$ cat config.mk
export PLATFORM = sky130hd
export DESIGN_NAME = bit_serializer
export DESIGN_NICKNAME = d
export VERILOG_FILES = /design/src/rtl/bit_serializer.sv
export SDC_FILE = /design/constraint.sdc
export NUM_CORES = 1
export LEC_CHECK = 0
export ABC_AREA = 1
export CAP_MARGIN = 30
export CORE_MARGIN = 8
export CORE_UTILIZATION = 48
export DETAILED_ROUTE_END_ITERATION = 8
export HOLD_SLACK_MARGIN = 0.15
export PLACE_DENSITY = 0.78
export REMOVE_ABC_BUFFERS = 1
export SLEW_MARGIN = 20
export SYNTH_ARGS = -nofsm -noshare
export SYNTH_HDL_FRONTEND = slang
export SYNTH_SLANG_ARGS = --single-unit
export TNS_END_PERCENT = 50
$ cat constraint.sdc
create_clock -name clk -period 1.4 [get_ports clk]
set_input_delay 0.35 -clock clk [delete_from_list [all_inputs] [get_ports clk]]
set_output_delay 0.35 -clock clk [all_outputs]
set_load 0.02 [all_outputs]
$ cat src/rtl/bit_serializer.sv
// bit_serializer: WIDTH-bit parallel words in over valid/ready, one bit per cycle out.
// Define SER_PARITY_EN to append an even-parity bit after each word's data bits.
module bit_serializer #(
  parameter int WIDTH = 8,
  parameter int GAP   = 0
) (
  input  logic             clk,
  input  logic             rst_n,
  input  logic [WIDTH-1:0] din,
  input  logic             din_msb_first,
  input  logic             din_valid,
  output logic             din_ready,
  output logic             sout,
  output logic             sout_valid,
  output logic             busy,
  output logic             word_done
);

  localparam int            CW       = $clog2(WIDTH + 1);
  localparam logic [CW-1:0] LAST_BIT = CW'(WIDTH - 1);
  localparam logic [3:0]    LAST_GAP = 4'(GAP - 1);

`ifdef SER_PARITY_EN
  typedef enum logic [1:0] {IDLE, SHIFT, PARITY, GAP_WAIT} state_t;
`else
  typedef enum logic [1:0] {IDLE, SHIFT, GAP_WAIT} state_t;
`endif

  state_t           state, state_next, after_word;
  logic [WIDTH-1:0] hold_data, shift_reg;
  logic             hold_msb, hold_full, msb_order;
  logic [CW-1:0]    bit_cnt;
  logic [3:0]       gap_cnt;
  logic             shift_last, final_emit, gap_last, load_now, handshake;
  logic             sout_next, sout_valid_next;
`ifdef SER_PARITY_EN
  logic             parity_bit;
`endif

  // The buffer refills on the same edge it drains, so din_ready looks at load_now.
  always_comb begin
    shift_last = (state == SHIFT) && (bit_cnt == LAST_BIT);
    gap_last   = (state == GAP_WAIT) && ((GAP == 0) || (gap_cnt == LAST_GAP));
`ifdef SER_PARITY_EN
    final_emit = (state == PARITY);
`else
    final_emit = shift_last;
`endif
    load_now   = hold_full && ((state == IDLE) || (final_emit && (GAP == 0)) || gap_last);
  end

  assign din_ready = !hold_full || load_now;
  assign handshake = din_valid && din_ready;
  assign busy      = (state != IDLE);
  assign word_done = final_emit;

  always_ff @(posedge clk or negedge rst_n) begin
    if (!rst_n) state <= IDLE;
    else        state <= state_next;
  end

  always_comb begin
    state_next = state;
    after_word = (GAP > 0) ? GAP_WAIT : (load_now ? SHIFT : IDLE);
    case (state)
      IDLE:     if (load_now) state_next = SHIFT;
`ifdef SER_PARITY_EN
      SHIFT:    if (shift_last) state_next = PARITY;
      PARITY:   state_next = after_word;
`else
      SHIFT:    if (shift_last) state_next = after_word;
`endif
      GAP_WAIT: if (gap_last) state_next = load_now ? SHIFT : IDLE;
      default:  state_next = IDLE;
    endcase
  end

  // Next serial bit is chosen here so sout/sout_valid can be registered.
  always_comb begin
    sout_next       = 1'b0;
    sout_valid_next = 1'b0;
    if (load_now) begin
      sout_next       = hold_msb ? hold_data[WIDTH-1] : hold_data[0];
      sout_valid_next = 1'b1;
    end else if ((state == SHIFT) && !shift_last) begin
      sout_next       = msb_order ? shift_reg[WIDTH-2] : shift_reg[1];
      sout_valid_next = 1'b1;
    end
`ifdef SER_PARITY_EN
    else if (shift_last) begin
      sout_next       = parity_bit;
      sout_valid_next = 1'b1;
    end
`endif
  end

  always_ff @(posedge clk or negedge rst_n) begin
    if (!rst_n) begin
      hold_data  <= '0;
      hold_msb   <= 1'b0;
      hold_full  <= 1'b0;
      shift_reg  <= '0;
      msb_order  <= 1'b0;
      bit_cnt    <= '0;
      gap_cnt    <= 4'd0;
      sout       <= 1'b0;
      sout_valid <= 1'b0;
`ifdef SER_PARITY_EN
      parity_bit <= 1'b0;
`endif
    end else begin
      sout       <= sout_next;
      sout_valid <= sout_valid_next;
      if (handshake) begin
        hold_data <= din;
        hold_msb  <= din_msb_first;
        hold_full <= 1'b1;
      end else if (load_now) begin
        hold_full <= 1'b0;
      end
      if (load_now) begin
        shift_reg  <= hold_data;
        msb_order  <= hold_msb;
        bit_cnt    <= '0;
`ifdef SER_PARITY_EN
        parity_bit <= ^hold_data;
`endif
      end else if ((state == SHIFT) && !shift_last) begin
        shift_reg <= msb_order ? (shift_reg << 1) : (shift_reg >> 1);
        bit_cnt   <= bit_cnt + CW'(1);
      end
      gap_cnt <= (state == GAP_WAIT) ? gap_cnt + 4'd1 : 4'd0;
    end
  end

endmodule

# Word level (Yosys, flattened, before mapping)
# Index checks and enable logic that the tools add are counted.
dict set report totals {
  register_bits 27
  rom_bits 0
  n_memories 0
  input_bits 12
  latch_bits 0
  ram_bits 0
  output_inout_bits 5
  wordCells 46
}
dict set report op_classes {
  n_mux 17
  bitwise 0
  n_div 0
  mul 0
  n_reduce_logical 14
  eq_ne 5
  n_shift 0
  addsub 1
  magnitude_cmp 0
}
# operator count
set ops {}
lappend ops {{2-to-1 mux 8 bit} 3}
lappend ops {{2-to-1 mux 1 bit} 9}
lappend ops {{2-to-1 mux 4 bit} 2}
lappend ops {{case mux 2 bit (3 select lines)} 1}
lappend ops {{nonzero test 2 bit} 3}
lappend ops {{adder 4 x 1 -> 4 bit, second input constant} 1}
lappend ops {{== test 4 x 3 -> 1 bit, second input constant} 1}
lappend ops {{logical AND 1 bit} 4}
lappend ops {{2-to-1 mux 2 bit} 2}
lappend ops {{inequality test 2 bit, second input constant} 2}
lappend ops {{logical OR 1 bit} 3}
lappend ops {{== test 2 x 1 -> 1 bit, second input constant} 1}
lappend ops {{== test 2 bit, second input constant} 1}
lappend ops {{logical NOT 1 bit} 2}
lappend ops {{logical NOT 2 bit} 1}
lappend ops {{AND reduction 2 bit} 1}

# Depth between registers and ports, before layout
# Gate-level depths: netlist of run 1.
dict set report depth {
  depth_word 8
  mapped_depth 6
}

# Least setup slack after synthesis of run 1
# OpenSTA, ideal clock, no wires.
dict set report synth_path {
  path_kind {reg2out}
  start {register bit_cnt[0]}
  end {output port din_ready}
  n_path_buf 1
  arrival_time_ns 1.022
  stages_incl_launch_ff 5
  setup_slack_ns 0.028
  path_cell_list {dfrtp_1 ha_1 nand3_4 nand3_2 buf_6}
}
dict set report synth_between {
  elab_chain_len 6
}
# element line_no
set synth_lines {}
lappend synth_lines {{from (decl)} 32} ;# logic [CW-1:0] bit_cnt;
lappend synth_lines {{from (signal assigned)} 130} ;# bit_cnt <= bit_cnt + CW'(1);
lappend synth_lines {{== test 4 x 3 -> 1 bit} 42} ;# shift_last = (state == SHIFT) && (bit_cnt == LAST_BIT);
lappend synth_lines {{logical AND 1 bit} 42}
lappend synth_lines {{logical OR 1 bit (2 in a row)} 49} ;# load_now = hold_full && ((state == IDLE) || (final_emit && (GAP == 0)) || gap_last);
lappend synth_lines {{logical AND 1 bit} 49}
lappend synth_lines {{logical OR 1 bit} 52} ;# assign din_ready = !hold_full || load_now;
lappend synth_lines {{to (decl)} 12} ;# output logic din_ready,
# Every way passes these cells.

# Final worst setup path of run 1
# Same ends and word-level chain as after synthesis.

==> reports/qor.yml, run 1 <==
synth_common_cells: "nand2_1 (42), nand3_1 (38), dfrtp_1 (26)"
fin_crit_sh: 1.14
criticalPathCategory: "reg -> out"
yosysMostFrequentCell: "nand2_1"
grt_overflow: 0
grt_pass1_wl_um: 4700
htreeDepth: 1
grt.met1_usage: 0.156
io_buffer_count: 16
firstDrtPassIters: 4
skew_ns: 0.00583
drcViolationCount: 0
cts_hold_buf: 0
leakagePower_nw: 0.811
fin_crit_ns: 1.60
grt_use_met3: 0.0336
synth-seq-cells: 26
cts_root_buffer: "clkbuf_4"
final_util: 0.676
setup_viol: 14
worstSetupEndpointType: "primary output"
die_y_um: 66.9
yosys-top-cells-area: "dfrtp_1 (52%), nand3_1 (15%), nand2_1 (13%)"
routedWlPerCell_um: 13.0
antenna_found_initial: 0
netlist_instances: 150
diodes: 0
async_flop_share: 1.00
synth.top_cell.area_share: 0.523
yosysWarningCount: 0
yosysTopAreaCell: "dfrtp_1"
path_common_cell: "nand3_4"
total_power_mw: 3.52
cp-startpoint: "bit_cnt[0]$_DFFE_PN0P_"
num_io_pins: 17
hpwl_um: 1870
gp_congestion: 0.776
yosysUniqueCellTypes: 17
synth_area_um2: 1240
ant_nets: 0
critPathMaxFanout: 3
status: "complete, but fails checks"
start_util: 0.503
cts.sinks: 26
fin_ws_ns: -0.200
via_per_inst: 5.36
die-area_um2: 4480
synth_enable_flop_cells: 0
core_um2: 2480
grt_max_degree: 27
vias: 1126
worstPathRequired_ns: 1.05
irDropWorstVdd_mv: 1.58
drive_gt1_frac: 0.206
clk_path_buf_depth: 2
clock.fmax_ghz: 0.625
violations: "setup timing"
grt_setup_unrepaired: "yes"
arrival_ns: 1.25
numCtsBuffers: 3
tritoncts: "done"
crit_slowest_cell: "dfrtp_1"
grt_util_all_layers: 0.129
totalWireLength_um: 2720
tns_ns: -1.56
p_per_area_nw_per_um2: 2100
nets: 194
critical_path.max_stage_delay_ns: 0.44
grt_pass1_vias: 1123
die_x_um: 66.9
hold_viol: 0
worst_slew_pin_slew_ns: 0.403
rows: 18
rr_startpoint: "bit_cnt[0]$_DFFE_PN0P_"
clock_latency_ns: 0.32
cap_violations: 0
start_kind: "flip-flop"
ys_seq_area_frac: 0.523
slew_headroom: 0.731
syn_area_per_cell_um2: 8.30
clkTransAtPathRegs_ns: 0.14
path_cells: "ha_4 > nand3_4 > nand3_4 > buf_6"
ys.flop_type: "dfrtp_1"
final_max_slew_viol_count: 0
drtIter0Drc: 59
area_delta_synth_final_pct: 34.6
busiest_layer: "met2"
use_met2: 0.221
hold_class: "in -> async"
==> cell type report <==
| type | instances | area, um^2 |
|---|---|---|
| fillers | 220 | 802 |
| flip-flops and latches | 26 | 651 |
| multi-input cells | 105 | 563 |
| repair buffers | 33 | 339 |
| inverters | 12 | 48.8 |
| well taps | 30 | 37.5 |
| clock buffers | 4 | 36.3 |
==> cell families (layout without fill, tap and decap cells) <==
logic type,after synthesis,after routing,synth area share
compound gates,11,11,0.0442
fa+ha+maj,1,1,0.0100
buf+inv,19,49,0.0764
flops,26,26,0.523
simple gates,93,93,0.347
==> power by group <==
group	switching, mW	leakage [nW]	internal, mW
sequential	0.264	0.313	1.09
clock	0.218	0.0210	0.159
combinational	0.971	0.477	0.819
==> metal layers <==
layer | routed length [um] | vias to the layer above
met1 | 1130 | 541
met2 | 1400 | 31
li1 | - | 550
met4 | 29 | 0
met5 | 0 | -
met3 | 161 | 4
==> worst max-delay path, delay by kind of cell, from the launching register on <==
kind,cells,cell delay (ns)
adder cells (fa/ha/maj),1,0.18
flip-flops,1,0.44
buffers and inverters,1,0.14
AND/OR/NAND/NOR,2,0.17
==> path summary, 6_finish.rpt <==
kind	endpoint	slack [ns]	cells after the start
max in group asynchronous	hold_data[6]$_DFFE_PN0P_	0.88	2
min reg2reg	hold_data[4]$_DFFE_PN0P_	0.49	2
min	shift_reg[2]$_DFFE_PN0P_	0.37	2
max reg2reg	shift_reg[0]$_DFFE_PN0P_	-0.14	8
min in group clk	hold_data[4]$_DFFE_PN0P_	0.49	2
max	din_ready	-0.20	4
==> per-stage QoR <==
stage | cells | hold WS, ns | setup WS, ns | cell area (um^2)
floorplan | 143 | 0.0544 | -0.0109 | 1190
global placement | 202 | 0.456 | -0.292 | 1520
detailed placement | 202 | 0.465 | -0.311 | 1520
CTS | 208 | 0.375 | -0.214 | 1580
global route | 210 | 0.363 | -0.248 | 1680
finish | 210 | 0.370 | -0.200 | 1680
==> timing repair <==
item | 4_1_cts | 5_1_grt
setup endpoints to repair | 8 | 29
cloned | 0 | 1
setup buffers | 2 | 4
pin swaps | 2 | 3
gates resized for setup | 24 | 16
==> cell usage in the layout (no fill, tap or decap), drive strengths merged <==
| master | Yosys | routed |
|---|---|---|
| nand2 | 44 | 44 |
| nand3 | 40 | 40 |
| dfrtp | 26 | 26 |
| buf | 5 | 19 |
| inv | 12 | 11 |
| clkdlybuf4s50 | 0 | 11 |
| o21ai | 8 | 8 |
| nor2 | 7 | 7 |
| clkbuf | 2 | 5 |
| a21oi | 3 | 3 |
| nand4 | 2 | 2 |
| clkdlybuf4s15 | 0 | 2 |
| clkinvlp | 0 | 1 |
| ha | 1 | 1 |
(Power assumes the default switching activity.)
==> run 2, diff against run 1 <==
CORE_UTILIZATION = 34   (was 48)
PLACE_DENSITY = 0.6   (was 0.78)
==> run 2 against run 1 <==
The flow still finishes with violations (setup timing); worst setup slack better by 0.0092 ns; wire length decreased by 1.7%; non-clock buffer count unchanged; die area up 31%; final area rose by 1.0%; clock-buffer cell count stayed put; global-route usage down 3.2 points; clock power fell by 2%; critical endpoint unchanged.
==> reports/qor.yml, run 2 (synthesis results as in run 1) <==
status: "complete, but fails checks"
violations: "setup timing"
gp_congestion: 0.828
arrival_ns: 1.24
crit_buf_inv: 1
final_max_slew_viol_count: 0
worst_slew_pin_slew_ns: 0.433
layout_common_cells: "nand2_1 (41), nand3_1 (37), dfrtp_1 (26)"
path_common_cell: "nand3_4"
grt_overflow: 0
antenna_found_initial: 0
p_per_area_nw_per_um2: 2060
fin_ws_ns: -0.191
totalWireLength_um: 2680
tns_ns: -0.538
firstDrtPassIters: 4
ant_nets: 0
grt_util_all_layers: 0.0977
fin_crit_sh: 1.14
area_delta_synth_final_pct: 36.0
cp_top_family: "flip-flops"
mostFrequentLayoutCell: "nand2_1"
final_util: 0.473
die_x_um: 76.5
num_io_pins: 17
diodes: 0
grt_setup_unrepaired: "yes"
slew_headroom: 0.711
fin_crit_ns: 1.59
cts.sinks: 26
cts_hold_buf: 0
numCtsBuffers: 3
critPathMaxFanout: 3
skew_ns: 0.00222
grt_pass1_vias: 1055
cts_root_buffer: "clkbuf_4"
grt_pass1_wl_um: 4760
top_layer: "met4"
worstPathRequired_ns: 1.05
cap_violations: 0
hpwl_um: 1910
htreeDepth: 1
criticalPathCategory: "reg -> out"
start_util: 0.348
drive_gt1_frac: 0.188
worstSetupEndpointType: "primary output"
routedWlPerCell_um: 11.7
irDropWorstVdd_mv: 0.917
path_cells: "ha_4 > nand3_4 > nand3_4 > buf_6"
leakagePower_nw: 0.818
clk_path_buf_depth: 2
hold_class: "in -> async"
die-area_um2: 5850
wirelength_met1_um: 1190
grt_max_degree: 27
hold_viol: 0
start_kind: "flip-flop"
io_buffer_count: 16
dr_wl_met3_um: 172
die_y_um: 76.5
clock_latency_ns: 0.32
total_power_mw: 3.49
ff2ff_path_depth: 8
via_per_inst: 4.78
rows: 22
core_um2: 3580
nets: 195
crit_cells: 4
clkTransAtPathRegs_ns: 0.13
drcViolationCount: 0
setup_viol: 12
wl_met2_um: 1270
clock.fmax_ghz: 0.629
drtIter0Drc: 33
critical_path.max_stage_delay_ns: 0.43
tritoncts: "done"
vias: 1094
crit_slowest_cell: "dfrtp_1"
[run 2: cell count changes in the layout (fill, tap and decap cells not counted), sizes merged]
| cell | before | now |
|---|---|---|
| clkinvlp | 1 | 0 |
| inv | 11 | 12 |
| nand2 | 44 | 45 |
[run 2: path summary, 6_finish.rpt]
| kind | startpoint | to | slack, ns |
|---|---|---|---|
| max in group asynchronous | rst_n | hold_data[7]$_DFFE_PN0P_ | 0.90 |
| min in group clk | hold_data[2]$_DFFE_PN0P_ | hold_data[2]$_DFFE_PN0P_ | 0.49 |
| min reg2reg | hold_data[2]$_DFFE_PN0P_ | hold_data[2]$_DFFE_PN0P_ | 0.49 |
| max | bit_cnt[1]$_DFFE_PN0P_ | din_ready | -0.19 |
| max reg2reg | bit_cnt[1]$_DFFE_PN0P_ | sout$_DFF_PN0_ | -0.05 |
| min | rst_n | state[0]$_DFFE_PN0P_ | 0.36 |
[run 2: power by group]
| part | total [mW] | internal [mW] | switching [mW] |
|---|---|---|---|
| clock | 0.370 | 0.159 | 0.211 |
| sequential | 1.36 | 1.09 | 0.271 |
| combinational | 1.75 | 0.815 | 0.939 |
[run 2: layer usage]
metal,vias to the layer above,global-route usage
li1,555,-
met1,505,0.116
met2,30,0.159
met3,4,0.0271
met4,0,0.0462
met5,-,0
[run 2: repair_timing]
action                                 CTS  global route
setup endpoints to repair               15            21
pin swaps                                1             1
endpoints found under the hold margin    0             0
gates resized for setup                 20            18
gates cloned                             0             2
buffers inserted                         2             4
[run 2: metrics by stage]
| step | instance area [um^2] | setup WS [ns] | hold slack, ns | cells |
|---|---|---|---|---|
| after floorplan | 1190 | -0.0109 | 0.0544 | 143 |
| after global placement | 1510 | -0.361 | 0.463 | 218 |
| after detailed placement | 1510 | -0.388 | 0.465 | 218 |
| after CTS | 1570 | -0.218 | 0.344 | 224 |
| after global routing | 1690 | -0.268 | 0.344 | 229 |
| final | 1690 | -0.191 | 0.358 | 229 |
[run 2: cell type report]
| type | instances | area [um^2] |
|---|---|---|
| sequential | 26 | 651 |
| multi-input combinational | 106 | 567 |
| fill | 363 | 1890 |
| timing repair buffer | 33 | 334 |
| clock buffer | 4 | 36.3 |
| tap | 48 | 60.1 |
| inverter | 12 | 45.0 |
